## src/rtl/instr_sequencer.sv

```systemverilog
// Multi-cycle fetch/decode/execute/memory/writeback sequencer owning the NZCV flag register.
// Optional feature macro: DMEM_TIMEOUT_EN (data-memory ack timeout with sticky err and ERR state).
module instr_sequencer #(
    parameter logic [3:0] FLAG_RESET     = 4'b0000,
    parameter int         TIMEOUT_CYCLES = 16
) (
    input  logic        clk,
    input  logic        rst_n,
    output logic        imem_req,
    input  logic        imem_ack,
    input  logic [31:0] instr,
    output logic [31:0] ir,
    input  logic [3:0]  alu_flags,
    output logic [3:0]  flags,
    output logic        alu_en,
    output logic        dmem_req,
    output logic        dmem_we,
    input  logic        dmem_ack,
    output logic        reg_we,
    output logic        pc_inc,
    output logic [2:0]  state,
    output logic        err
);

    typedef enum logic [2:0] {
        IDLE   = 3'd0,
        FETCH  = 3'd1,
        DECODE = 3'd2,
        EXEC   = 3'd3,
        MEM    = 3'd4,
`ifdef DMEM_TIMEOUT_EN
        WB     = 3'd5,
        ERR    = 3'd6
`else
        WB     = 3'd5
`endif
    } state_t;

    localparam logic [3:0] OP_CMP   = 4'b1011;
    localparam logic [3:0] OP_LOAD  = 4'b1101;
    localparam logic [3:0] OP_STORE = 4'b1110;
    localparam logic [3:0] OP_NOP   = 4'b1111;

    state_t      state_r;
    state_t      state_s;
    logic [31:0] ir_r;
    logic [3:0]  flags_r;
    logic        pc_inc_s;
    logic [3:0]  opcode_s;
    logic        set_flags_s;

    assign opcode_s    = ir_r[27:24];
    assign set_flags_s = ir_r[23];

    // Condition field evaluated against {N,Z,C,V}
    function automatic logic cond_pass(input logic [3:0] cond, input logic [3:0] f);
        logic n, z, c, v;
        {n, z, c, v} = f;
        case (cond)
            4'h0:    cond_pass = z;
            4'h1:    cond_pass = !z;
            4'h2:    cond_pass = c;
            4'h3:    cond_pass = !c;
            4'h4:    cond_pass = n;
            4'h5:    cond_pass = !n;
            4'h6:    cond_pass = v;
            4'h7:    cond_pass = !v;
            4'h8:    cond_pass = c && !z;
            4'h9:    cond_pass = !c || z;
            4'hA:    cond_pass = (n == v);
            4'hB:    cond_pass = (n != v);
            4'hC:    cond_pass = !z && (n == v);
            4'hD:    cond_pass = z || (n != v);
            4'hE:    cond_pass = 1'b1;
            default: cond_pass = 1'b0;
        endcase
    endfunction

    // Logical ops only touch N,Z; CMP always writes all four
    function automatic logic [3:0] next_flags(input logic [3:0] op, input logic s,
                                              input logic [3:0] cur, input logic [3:0] alu);
        case (op)
            4'h0, 4'h1, 4'h2, 4'h8, 4'h9, 4'hA: next_flags = s ? alu : cur;
            4'h3, 4'h4, 4'h5:                   next_flags = s ? {alu[3:2], cur[1:0]} : cur;
            4'hB:                               next_flags = alu;
            default:                            next_flags = cur;
        endcase
    endfunction

`ifdef DMEM_TIMEOUT_EN
    localparam logic [7:0] WAIT_LIMIT = 8'(TIMEOUT_CYCLES - 1);
    logic [7:0] wait_cnt_r;
    logic       err_r;
    logic       timeout_s;

    assign timeout_s = (state_r == MEM) && !dmem_ack && (wait_cnt_r == WAIT_LIMIT);
`endif

    // Next-state and transition-qualified pc advance
    always_comb begin
        state_s  = state_r;
        pc_inc_s = 1'b0;
        case (state_r)
            IDLE: begin
                state_s = FETCH;
            end
            FETCH: begin
                if (imem_ack) begin
                    state_s = DECODE;
                end else begin
                    state_s = FETCH;
                end
            end
            DECODE: begin
                if (!cond_pass(ir_r[31:28], flags_r) || (opcode_s == OP_NOP)) begin
                    pc_inc_s = 1'b1;
                    state_s  = FETCH;
                end else begin
                    state_s = EXEC;
                end
            end
            EXEC: begin
                if (opcode_s == OP_CMP) begin
                    pc_inc_s = 1'b1;
                    state_s  = FETCH;
                end else if ((opcode_s == OP_LOAD) || (opcode_s == OP_STORE)) begin
                    state_s = MEM;
                end else begin
                    state_s = WB;
                end
            end
            MEM: begin
                if (dmem_ack) begin
                    if (opcode_s == OP_STORE) begin
                        pc_inc_s = 1'b1;
                        state_s  = FETCH;
                    end else begin
                        state_s = WB;
                    end
`ifdef DMEM_TIMEOUT_EN
                end else if (timeout_s) begin
                    state_s = ERR;
`endif
                end else begin
                    state_s = MEM;
                end
            end
            WB: begin
                pc_inc_s = 1'b1;
                state_s  = FETCH;
            end
`ifdef DMEM_TIMEOUT_EN
            ERR: begin
                state_s = ERR;
            end
`endif
            default: begin
                state_s = IDLE;
            end
        endcase
    end

    // State, instruction register and NZCV flags
    always_ff @(posedge clk or negedge rst_n) begin
        if (!rst_n) begin
            state_r <= IDLE;
            ir_r    <= 32'h0000_0000;
            flags_r <= FLAG_RESET;
        end else begin
            state_r <= state_s;
            if ((state_r == FETCH) && imem_ack) begin
                ir_r <= instr;
            end
            if (state_r == EXEC) begin
                flags_r <= next_flags(opcode_s, set_flags_s, flags_r, alu_flags);
            end
        end
    end

`ifdef DMEM_TIMEOUT_EN
    // MEM wait counter, cleared whenever outside MEM; sticky timeout error
    always_ff @(posedge clk or negedge rst_n) begin
        if (!rst_n) begin
            wait_cnt_r <= 8'd0;
            err_r      <= 1'b0;
        end else begin
            if (state_r != MEM) begin
                wait_cnt_r <= 8'd0;
            end else if (!dmem_ack) begin
                wait_cnt_r <= wait_cnt_r + 8'd1;
            end
            if (timeout_s) begin
                err_r <= 1'b1;
            end
        end
    end

    assign err = err_r;
`else
    assign err = 1'b0;
`endif

    assign state    = state_r;
    assign ir       = ir_r;
    assign flags    = flags_r;
    assign imem_req = (state_r == FETCH);
    assign alu_en   = (state_r == EXEC);
    assign dmem_req = (state_r == MEM);
    assign dmem_we  = (state_r == MEM) && (opcode_s == OP_STORE);
    assign reg_we   = (state_r == WB);
    assign pc_inc   = pc_inc_s;

endmodule

```

## config.mk

```make
export PLATFORM = sky130hd
export DESIGN_NAME = instr_sequencer
export DESIGN_NICKNAME = d
export VERILOG_FILES = /design/src/rtl/instr_sequencer.sv
export SDC_FILE = /design/constraint.sdc
export NUM_CORES = 1
export LEC_CHECK = 0
export ABC_AREA = 1
export CORE_MARGIN = 2
export CORE_UTILIZATION = 42
export CTS_BUF_LIST = sky130_fd_sc_hd__clkbuf_16
export CTS_CLUSTER_DIAMETER = 60
export DETAILED_ROUTE_END_ITERATION = 10
export GPL_TIMING_DRIVEN = 0
export PLACE_DENSITY = 0.8
export SYNTH_ARGS = -nofsm -noshare
export SYNTH_HDL_FRONTEND = slang
export SYNTH_SLANG_ARGS = --single-unit
```

## constraint.sdc

```tcl
create_clock -name clk -period 1.7 [get_ports clk]
set_clock_uncertainty 0.05 [all_clocks]
set_input_delay 0.34 -clock clk [delete_from_list [all_inputs] [get_ports clk]]
set_output_delay 0.34 -clock clk [all_outputs]
set_load 0.02 [all_outputs]
```

==> summary.md <==
| Metric | Value |
|---|---|
| Slowest stage delay, CP | `440 ps` |
| # fillers | `295` |
| Worst rel slew slack | `41.1%` |
| Netlist Area Pre-Place | `1950 sq um` |
| Row Count | `24` |
| Crit end category | `output port` |
| Maxcap violations | `0` |
| Net Count, Synth | `235` |
| Initial antenna violation count | `0` |
| Outcome | `finished with violations` |
| Root Buffer | `clkbuf_16` |
| Internal power | `4.20 mW` |
| Synth Area in Adders | `0.642%` |
| Leakage Power | `1.58 nW` |
| Die area | `5200 sq um` |
| Final ANT Viol Nets | `0` |
| Yosys warnings | `0` |
| IO Pins | `86` |
| Most common cell on crit path | `nand2_1` |
| Simple-Gate Fraction of Synth Area | `18.0%` |
| Mux cell area share after synthesis | `19.3%` |
| CTS buffer count | `5` |
| Period minus WS final | `2130 ps` |
| Maximum vdd drop | `0.00127 V` |
| First-pass GRT wire length | `8200 microns` |
| Synth cell types | `23` |
| Total power | `7.01 mW` |
| Levels on crit path | `10` |
| CTS tree | `yes` |
| Post-Synth XOR/XNOR Area | `0%` |
| Critical path, cell by cell | `buf_4 -> nand2_1 -> nand3b_1 -> nand3_1 -> nor2_1 -> nand2_1 -> nand2_1 -> nand2_2 -> a21oi_4 -> buf_6` |
| Clock Tree Buf Depth | `2` |
| Cell area after layout | `3240 sq um` |
| Final Util | `73.3%` |
| Peak Freq | `469 MHz` |
| Main area contributors after synthesis | `dfrtp_1 50%, mux2_4 19%, nand2_1 7.7%` |
| CP delay by family, top | `simple AND/OR/NAND/NOR gates` |
| Combinational share of power | `58.4%` |
| Arr. time, crit path | `1740 ps` |
| Number of diodes | `0` |
| Fin crit share | `125%` |
| Layout cells sized above 1 | `33.4%` |
| Placed Area | `2890 sq um` |
| Crit path to | `pc_inc` |
| Synthesized flop and latch total | `39` |
| Sequential share of power | `26.7%` |
| Required time of the critical path | `1310 ps` |
| Switching Fraction | `40.1%` |
| Number of global-route vias before repair | `1,790` |
| Power Dens Cells | `2170 nW/um^2` |
| R2R Setup Slk | `80 ps` |
| R2r worst-path depth | `7` |
| Worst slew pin tran | `884 ps` |
| IO buf count | `84` |
| Clock Power Share | `14.9%` |
| Worst path bufs/invs | `2` |
| Critical path type | `reg -> out` |
| Setup TNS | `-432 ps` |
| Worst Setup SP | `ir[28]` |
| DP Cell Count | `330` |
| Setup slack at placement | `-600 ps` |
| Main combinational cell family by area after synthesis | `multiplexers` |
| R2R Path End | `ir[1]` |
| # setup viols final | `1` |
| Clk_lat worst skew | `280 ps` |
| Syn avg cell area | `10.0 sq um` |
| Number of DRC markers in iteration 0 | `52` |
| Horiz. Die Dim | `72.1 microns` |
| Fin nets | `345` |
| Total Routed Length | `5230 microns` |
| Detailed-route DRC error count | `0` |
| Overall global routing resource usage | `20.5%` |
| Unrepaired setup endpoints after global routing | `yes` |
| HPWL Detailed | `3510 microns` |
| Die height | `72.1 microns` |
| Worst Hold Class | `in -> async` |
| Worst setup margin | `-432 ps` |
| Kind of start point of the critical path | `flip-flop` |
| Mapped Cells | `194` |
| Worst r2r src | `state[2]` |
| DR pass1 iterations | `6` |
| Multi-input gate area | `921 sq um` |
| Reg area | `988 sq um` |
| Core area | `4410 sq um` |
| Wire length per cell | `14.7 microns` |
| Crit-path slowest cell | `dfrtp_2` |
| Hold Slack | `131 ps` |
| Placer Congestion | `0.797` |
| Post-synth top area cell | `dfrtp_1` |
| CP Max Fanout | `4` |
| Final Hold Viols | `0` |
| Largest net degree at the start of global routing | `40` |
| Overflow left after global routing | `0` |
| Net Sw Power | `2.81 mW` |
| Share of the synthesized area in the top cell type | `50.1%` |
| Synth Area in Compound Gates | `5.72%` |
| Failing checks | `negative setup slack` |
| Clk slew on worst S/H paths | `60 ps` |
| Area grow syn2layout | `66.1%` |
| Final non-filler cell total | `357` |
| Sequential area share after synthesis | `50.1%` |
| Clock sinks | `39` |
| Vias per cell | `4.97` |
| Fin. max-slew vios | `0` |
| Htree depth | `2` |
| Vias | `1,774` |
| Starting density of the core | `44.1%` |
## registers in the layout, indices dropped and copies added (netlist names)
signal / cells
state: 3
ir: 32
flags: 4
## layout by cell type (no fill, tap or decap), types with 2 or more instances in the layout
cell type	n
inv_2	7
dfrtp_2	10
nor2_2	3
nand3_1	11
nor2_1	20
nand2_2	8
clkbuf_16	5
o21ai_0	2
dfrtp_1	29
mux2_4	25
buf_2	4
buf_4	20
nor3_1	2
buf_6	8
nand2_1	33
dlymetal6s2s_1	4
a21oi_1	14
clkdlybuf4s50_1	62
inv_4	3
nor2_4	3
dlygate4sd2_1	10
inv_1	9
## Yosys cell counts (all sizes together)
library cell and instances:
nand2 41, dfrtp 39, nor2 26, mux2 25, inv 19, a21oi 16
nand3 11, buf 5, nor3 3, o21ai 3, a311oi 1, conb 1
ha 1, nand3b 1, nand4 1, o211ai 1
## cell type report
class                   count  share of cell area [%]
plain buffers               5                    1.43
inverters                  19                    2.44
flip-flops and latches     39                    30.5
clock inverters             3                    1.20
clock buffers               5                    3.87
multi-input cells         131                    28.5
well taps                  52                    2.01
repair buffers            103                    30.0
## power groups by stage
stage	clock (mW)	sequential [mW]	combinational, mW
6_report	1.04	1.87	4.09
5_1_grt	1.09	1.93	4.35
4_1_cts	1.06	1.86	3.86
3_5_place_dp	0	1.85	3.70
3_3_place_gp	0	1.85	3.63
2_1_floorplan	0	2.38	1.69
## what timing repair did
item | 4_1_cts | 5_1_grt
pin swaps | 7 | 6
resized for setup | 47 | 18
setup endpoints to repair | 15 | 19
hold buffers | 0 | 0
buffers inserted | 11 | 8
## worst min path at each step
stage          endpoint  slack (ps)  cells after the start
6_report          ir[1]         130                      1
5_1_grt           ir[7]         200                      1
4_1_cts          ir[29]         150                      1
3_5_place_dp     ir[18]         440                      1
3_3_place_gp     ir[15]         440                      1
2_1_floorplan  flags[0]          -6                      0
## cell families after synthesis
logic type      after synthesis
simple gates                 83
other cells                   1
flops                        39
fa+ha+maj                     1
mux                          25
compound gates               21
buf+inv                      24
## metal layers
layer | part of all wire, % | track usage [%]
met1 | 40 | 23.2
met2 | 49 | 35.1
met3 | 8.3 | 7.64
met4 | 2.3 | 8.18
met5 | 0 | 0
Power figures use the tool's default switching activity.
